===== src/rtl/result_collector_pkg.sv =====
// Shared types and constants for the complex-ALU result collector.
// Entry layout is {re, im, seq}, most significant field first.
package result_collector_pkg;

  localparam int DATA_W_DEF = 4;
  localparam int SEQ_W_DEF  = 5;
  localparam int DEPTH_DEF  = 8;

  typedef struct packed {
    logic [DATA_W_DEF-1:0] re;
    logic [DATA_W_DEF-1:0] im;
    logic [SEQ_W_DEF-1:0]  seq;
  } entry_t;

  localparam int ENTRY_W = $bits(entry_t);

  function automatic int cnt_w(input int depth);
    return $clog2(depth + 1);
  endfunction

endpackage


===== src/rtl/result_fifo.sv =====
// Generic first-word-fall-through FIFO: head is visible on rdata
// whenever not empty, and reads back as zero while empty.
module result_fifo
  import result_collector_pkg::*;
#(
  parameter int WIDTH = ENTRY_W,
  parameter int DEPTH = DEPTH_DEF
) (
  input  logic                     clk,
  input  logic                     rst_n,
  input  logic                     push,
  input  logic                     pop,
  input  logic [WIDTH-1:0]         wdata,
  output logic [WIDTH-1:0]         rdata,
  output logic                     full,
  output logic                     empty,
  output logic [cnt_w(DEPTH)-1:0]  count
);

  localparam int PW = $clog2(DEPTH);
  localparam int CW = cnt_w(DEPTH);

  logic [WIDTH-1:0] mem [DEPTH];
  logic [PW-1:0]    wptr;
  logic [PW-1:0]    rptr;
  logic             do_push;
  logic             do_pop;

  assign empty   = (count == '0);
  assign full    = (count == CW'(DEPTH));
  assign do_pop  = pop & ~empty;
  assign do_push = push & (~full | do_pop);
  assign rdata   = empty ? '0 : mem[rptr];

  // Storage array; no reset, contents are masked while empty.
  always_ff @(posedge clk) begin
    if (do_push) mem[wptr] <= wdata;
  end

  // Pointers wrap naturally; occupancy tracks push/pop balance.
  always_ff @(posedge clk or negedge rst_n) begin
    if (!rst_n) begin
      wptr  <= '0;
      rptr  <= '0;
      count <= '0;
    end else begin
      if (do_push) wptr <= wptr + 1'b1;
      if (do_pop)  rptr <= rptr + 1'b1;
      unique case ({do_push, do_pop})
        2'b10:   count <= count + 1'b1;
        2'b01:   count <= count - 1'b1;
        default: count <= count;
      endcase
    end
  end

endmodule


===== src/rtl/result_collector.sv =====
// Captures ALU results on the ready rising edge, tags them and queues them.
// Define RESULT_COLLECTOR_CHECKSUM_EN to add a running checksum output.
module result_collector
  import result_collector_pkg::*;
#(
  parameter int DATA_W = DATA_W_DEF,
  parameter int DEPTH  = DEPTH_DEF,
  parameter int SEQ_W  = SEQ_W_DEF
) (
  input  logic                     clk,
  input  logic                     reset,
  input  logic                     in_ready,
  input  logic [DATA_W-1:0]        in_real,
  input  logic [DATA_W-1:0]        in_imag,
  input  logic                     rd_en,
  output logic                     out_valid,
  output logic [DATA_W-1:0]        out_real,
  output logic [DATA_W-1:0]        out_imag,
  output logic [SEQ_W-1:0]         out_seq,
  output logic [cnt_w(DEPTH)-1:0]  count,
  output logic                     full,
`ifdef RESULT_COLLECTOR_CHECKSUM_EN
  output logic [7:0]               checksum,
`endif
  output logic                     overflow
);

  typedef struct packed {
    logic [DATA_W-1:0] re;
    logic [DATA_W-1:0] im;
    logic [SEQ_W-1:0]  seq;
  } rec_t;

  localparam int RW = $bits(rec_t);

  logic             ready_d;
  logic             accept;
  logic             pop;
  logic             wr;
  logic             empty;
  logic [SEQ_W-1:0] seq;
  rec_t             wrec;
  rec_t             head;
  logic [RW-1:0]    rdata;

  assign accept = in_ready & ~ready_d;
  assign pop    = rd_en & out_valid;
  assign wr     = accept & (~full | pop);

  assign wrec.re  = in_real;
  assign wrec.im  = in_imag;
  assign wrec.seq = seq;

  assign out_valid = ~empty;
  assign head      = rec_t'(rdata);
  assign out_real  = head.re;
  assign out_imag  = head.im;
  assign out_seq   = head.seq;

  result_fifo #(
    .WIDTH (RW),
    .DEPTH (DEPTH)
  ) u_fifo (
    .clk   (clk),
    .rst_n (reset),
    .push  (wr),
    .pop   (pop),
    .wdata (wrec),
    .rdata (rdata),
    .full  (full),
    .empty (empty),
    .count (count)
  );

  // Edge detect, sequence tagging and sticky drop flag.
  always_ff @(posedge clk or negedge reset) begin
    if (!reset) begin
      ready_d  <= 1'b0;
      seq      <= '0;
      overflow <= 1'b0;
    end else begin
      ready_d <= in_ready;
      if (accept)       seq      <= seq + 1'b1;
      if (accept && !wr) overflow <= 1'b1;
    end
  end

`ifdef RESULT_COLLECTOR_CHECKSUM_EN
  // Running byte sum over every entry actually written.
  always_ff @(posedge clk or negedge reset) begin
    if (!reset) begin
      checksum <= '0;
    end else if (wr) begin
      checksum <= checksum + 8'(in_real) + 8'(in_imag);
    end
  end
`endif

endmodule


===== config.mk =====
export PLATFORM = sky130hd
export DESIGN_NAME = result_collector
export DESIGN_NICKNAME = d
export VERILOG_FILES = /design/src/rtl/result_collector_pkg.sv /design/src/rtl/result_fifo.sv /design/src/rtl/result_collector.sv
export SDC_FILE = /design/constraint.sdc
export NUM_CORES = 1
export LEC_CHECK = 0
export CAP_MARGIN = 20
export CORE_MARGIN = 2
export CORE_UTILIZATION = 45
export CTS_CLUSTER_SIZE = 16
export DETAILED_ROUTE_END_ITERATION = 7
export PLACE_DENSITY = 0.65
export SLEW_MARGIN = 20
export SYNTH_ARGS = -nofsm -noshare
export SYNTH_HDL_FRONTEND = slang
export SYNTH_HIERARCHICAL = 1
export SYNTH_SLANG_ARGS = --single-unit

===== constraint.sdc =====
create_clock -name clk -period 4.5 [get_ports clk]
set_input_delay 1.125 -clock clk [delete_from_list [all_inputs] [get_ports clk]]
set_output_delay 1.125 -clock clk [all_outputs]
set_load 0.1 [all_outputs]

* After elaboration in Yosys (flattened, before gate mapping) *
Memory sizes are Yosys's and may differ from the RTL's.
Cells that the tools add are included.

word-level totals
  register bits after elaboration = 17
  bits in writable memories = 104
  input bits = 12
  output and inout bits = 20
  word-level logic and storage cells = 33
  memories kept = 1

memories
  memory      words  width  rd ports  clocked after memory_dff  wr ports  line               RTL
  u_fifo.mem  8      13     1         0                         1         result_fifo.sv:23  logic [WIDTH-1:0] mem [DEPTH];

cells by class
  add/subtract/negate cells = 5
  equal/unequal tests = 3
  muxes and demuxes = 4
  bitwise logic cells = 10
  reduce and logical (&&, ||, !) cells = 4

operator list
  kind                   count
  $mux W13               1
  $pmux W4 S2            1
  $add A3 B1 Y3 const B  2
  $add A5 B1 Y5 const B  1
  $and A1 B1 Y1          5
  $add A4 B1 Y4 const B  1
  $eq A4 B4 Y1 const B   1
  $logic_not A4 Y1       1
  $sub A4 B1 Y4 const B  1
  $not A1 Y1             3
  $eq A2 B1 Y1 const B   1
  $eq A2 B2 Y1 const B   1
  $mux W1                2
  $or A1 B1 Y1           2
  $reduce_bool A2 Y1     1
  $logic_and A1 B1 Y1    1
  $logic_not A1 Y1       1

* Logic depth before layout (Yosys ltp) *
  depth after elaboration = 8
  depth in mapped cells = 17
  depth with buffers taken out = 13

* Hierarchy *
The synthesis kept the hierarchy.

by module, submodules not included
  module            times used  cells each  area each (µm²)  sequential area each (µm²)
  result_fifo       1           250         4683.2           3373.2
  result_collector  1           23          289.0            175.2

* Worst setup path after synthesis *
OpenSTA, ideal clock, no wires.

  kind = flip-flop to flip-flop
  start = register u_fifo.count[0]
  end = memory u_fifo/mem[0][0] (netlist bit) (enable)
  library setup time = 0.400 ns
  data arrival time = 4.321 ns
  required time = 4.100 ns
  slack = -0.220 ns
  stages on the path, launching flop included = 14
  buffers on the path = 4
  clock period less this slack = 4.720 ns
  cells stage by stage = dfrtp_1 > buf_2 > or4_4 > buf_6 > clkinv_8 > buf_2 > inv_1 > nand2_1 > a21boi_0 > buf_2 > inv_1 > a31oi_1 > nand2b_1 > nor3_1

on the way
  cells in the longest elaborated chain, start to end = 8
  elaborated cells between the ends (all ways) = 12
  those cells by class = eq/ne (1); mux (2); bitwise (8); reduce/logical (1)

ends and longest elaborated chain
  element                        line                    RTL
  start: declaration             result_fifo.sv:17       output logic [cnt_w(DEPTH)-1:0] count
  start signal: assignment       result_fifo.sv:50       2'b10: count <= count + 1'b1;
  start signal: assignment       result_fifo.sv:51       2'b01: count <= count - 1'b1;
  start signal: assignment       result_fifo.sv:52       default: count <= count;
  $logic_not A4 Y1               result_fifo.sv:29       assign empty = (count == '0);
  via empty                      result_collector.sv:40  logic empty;
  $not A1 Y1                     result_collector.sv:54  assign out_valid = ~empty;
  via out_valid                  result_collector.sv:16  output logic out_valid,
  $and A1 B1 Y1                  result_collector.sv:47  assign pop = rd_en & out_valid;
  $or A1 B1 Y1                   result_collector.sv:48  assign wr = accept & (~full | pop);
  $and A1 B1 Y1                  result_collector.sv:48
  via wr                         result_collector.sv:39  logic wr;
  $and A1 B1 Y1                  result_fifo.sv:32       assign do_push = push & (~full | do_pop);
  $mux W1                        result_fifo.sv:37       if (do_push) mem[wptr] <= wdata;
  $mux W1 (not written as such)  result_fifo.sv:37
  end: declaration               result_fifo.sv:23

The timed path passes the listed nets, and every way through them passes these cells.

* Worst setup path in the final report *
  start = register u_fifo.count[2]
  end = output port out_valid

on the way
  cells in the longest elaborated chain, start to end = 2

ends and longest elaborated chain
  element           line
  $logic_not A4 Y1  result_fifo.sv:29
  via empty         result_collector.sv:40
  $not A1 Y1        result_collector.sv:54
  end: declaration  result_collector.sv:16

The timed path passes the listed nets, and every way through them passes these cells.

==> metrics.csv <==
stage,metric,value,unit
status,status,"finished, final reports clean",
clock_tree,cts_setup_buffers,0,
finish,syn2layout_area_growth,20.1,%
sta,clock.fmax,0.257,GHz
synth,synth-async-reset-ratio,0.140,
synth,synth_flop_cell,edfxtp_1,
sta,skew,0.0116,ns
critical_path,worstSetupPathType,flip-flop to primary output,
clock_tree,numCtsBuffers,17,
synth,synth_top_area_share,0.628,
critical_path,crit_path_max_incr_delay,0.96,ns
synth,yosysTopAreaCell,edfxtp_1,
clock_tree,cts_tree,done,
floorplanning,die_y,109,µm
grt,grt_max_degree,24,
critical_path,crit_start,u_fifo/count[2],
grt,antenna_found_initial,0,
clock_tree,hold_buffers,0,
clock_tree,clockRootBuffer,clkbuf_8,
critical_path,start_kind,flip-flop,
flow_run,cap_violations,0,
floorplanning,io_pins,32,
synth,syn_nets,291,
synth,syn_area,4970,µm²
finish,fin_cells,476,
sta,finalCritPeriodShare,0.863,
placed_design,hpwl,5.72,mm
route,viasPerCell,5.40,
grt,grt_overflow_total,0,
critical_path,r2r-end,u_fifo/count[2],
clock_tree,cts_sinks,121,
synth,synth_edf_count,104,
sta,setup_slack,0.614,ns
clock_tree,clk_pin_slew_worst_paths,0.06,ns
critical_path,crit_path_end,out_valid,
critical_path,critPathMaxFanout,17,
placed_design,placed_cells,445,
floorplanning,die_w,109,µm
grt,grt_pass1_vias,2615,
floorplanning,die_area,11900,µm²
synth,yosysSeqAreaShare,0.714,
synth,syn_inst,273,
finish,antenna_cells,0,
placed_design,port_buffers,31,
finish,nets,342,
placed_design,place_congestion,0.788,
sta,holdWs,0.498,ns
route,dr.pass1.iters,4,
clock_tree,cts_max_level,4,
finish,fillers,833,
sta,hold_viol,0,
critical_path,rrSetupSlack,1.41,ns
sta,finalCriticalPeriod,3.89,ns
sta,worst_pin_slew,1.03,ns
sta,grt_setup_unrepaired,false,
critical_path,rr_startpoint,u_fifo/count[2],
placed_design,pre_cts_slack,0.743,ns
critical_path,end_kind,primary output,
grt,grtUsageTotal,0.168,
sta,finalSetupViolCount,0,
synth,ys_types,40,
critical_path,cp.arrival,2.76,ns
floorplanning,initial_core_util,0.461,
route,drt_iter0_drc,154,
synth,synth.top_cells.by_area,"edfxtp_1 63%, mux4_2 12%, dfrtp_1 8.6%",
min_path,hold_path.class,flip-flop to flip-flop,
floorplanning,rows,38,
critical_path,worstRegToRegCells,13,
critical_path,worstPathCellList,"or4_4, clkinv_8, inv_1, clkdlybuf4s50_1",
synth,synth.avg_cell_area,18.2,µm²
route,route.vias.total,2569,
clock_tree,ctsResizeCount,0,
sta,relSlewSlack,0.315,
sta,slew_viol_final,0,
synth,synth_seq_cells,121,
critical_path,crit_slowest_cell,clkdlybuf4s50_1,
route,drt_wl_total,8.95,mm
clock_tree,clock_latency,0.51,ns
grt,grt_pass1_wl,14.0,mm
critical_path,cp.required,3.38,ns
clock_tree,clk_path_buf_depth,2,
route,wire_per_inst,18.8,µm
route,ant_nets,0,
synth,yosys_warnings,6,
finish,drive_gt1_frac,0.271,
route,drc,0,
floorplanning,coreArea,10800,µm²
sta,fin_tns_setup,0,ns
cell usage in the layout, fill, tap and decap left out, types with 2 or more instances in the layout:
master,n
edfxtp_1,104
buf_4,29
mux4_2,26
nor2_1,21
clkdlybuf4s50_1,17
clkbuf_16,16
dfrtp_1,16
mux2i_1,15
nand2_1,11
inv_1,8
xnor2_1,7
clkinv_2,6
ha_1,5
nand2b_1,5
clkbuf_1,4
nor3_1,4
a31oi_1,3
nand3_1,3
nor2b_1,2
nand4_1,2
or3_1,2
nor3_2,2
o22ai_1,2
a21oi_1,2
worst min-delay path by stage:
stage	startpoint	to	cells after the start
2_1_floorplan	u_fifo/wptr[0]	u_fifo/wptr[0]	2
3_3_place_gp	overflow	overflow	1
3_5_place_dp	overflow	overflow	1
4_1_cts	overflow	overflow	1
5_1_grt	overflow	overflow	1
6_report	overflow	overflow	1
worst max-delay path, delay by kind of cell (launching register included):
family                 cells  cell delay (ns)
buffers and inverters      3             1.15
DFF                        1             0.45
and+or+nand+nor            1             0.65
synth_stat cells, drive strengths merged, types with 2 or more instances:
library cell	instances
edfxtp	104
mux4	26
nor2	21
dfrtp	17
mux2i	15
nand2	12
buf	11
inv	8
xnor2	7
nor3	6
ha	5
nand2b	5
nand3	4
a31oi	3
clkbuf	3
a21oi	2
mux2	2
nand4	2
nor2b	2
o21ai	2
o22ai	2
or3	2
cells by family (layout without fill, tap and decap cells):
kind of cell | count (synthesis) | in the layout | share of synthesized area
and+or+nand+nor | 55 | 55 | 0.0526
buffers and inverters | 23 | 86 | 0.0267
AOI/OAI and AO/OA | 17 | 17 | 0.0239
muxes | 43 | 43 | 0.152
adders and majority gates | 6 | 6 | 0.0166
DFF | 121 | 121 | 0.714
xor gates and xnor gates | 8 | 8 | 0.0141
cell type report:
type / count / area (µm²) / area share
multi-input combinational: 129 / 1300 / 0.218
tap: 140 / 175 / 0.0293
inverter: 9 / 46.3 / 0.00776
clock inverter: 10 / 80.1 / 0.0134
clock buffer: 21 / 429 / 0.0719
sequential: 121 / 3550 / 0.595
timing repair buffer: 46 / 388 / 0.0650
metrics by stage:
stage                      util  area, µm²
after floorplan               -       4980
after global placement    0.506       5460
after detailed placement  0.506       5460
after CTS                 0.553       5970
after global routing      0.553       5970
final                     0.553       5970
layer usage:
| layer | GRT usage | up-vias | wire length (µm) |
|---|---|---|---|
| li1 | - | 1169 | - |
| met1 | 0.218 | 1329 | 3990 |
| met2 | 0.268 | 64 | 4490 |
| met3 | 0.0466 | 7 | 381 |
| met4 | 0.0659 | 0 | 86 |
| met5 | 0 | - | 0 |
state kept, by name (all words and copies together), names as in the netlist:
register	count
u_fifo/mem	104
seq	5
u_fifo/count	4
u_fifo/rptr	3
u_fifo/wptr	3
overflow	1
ready_d	1
Power is left out: the tool's default activity adds up to more than one toggle a clock period on the data nets, which glitch-free logic cannot reach.
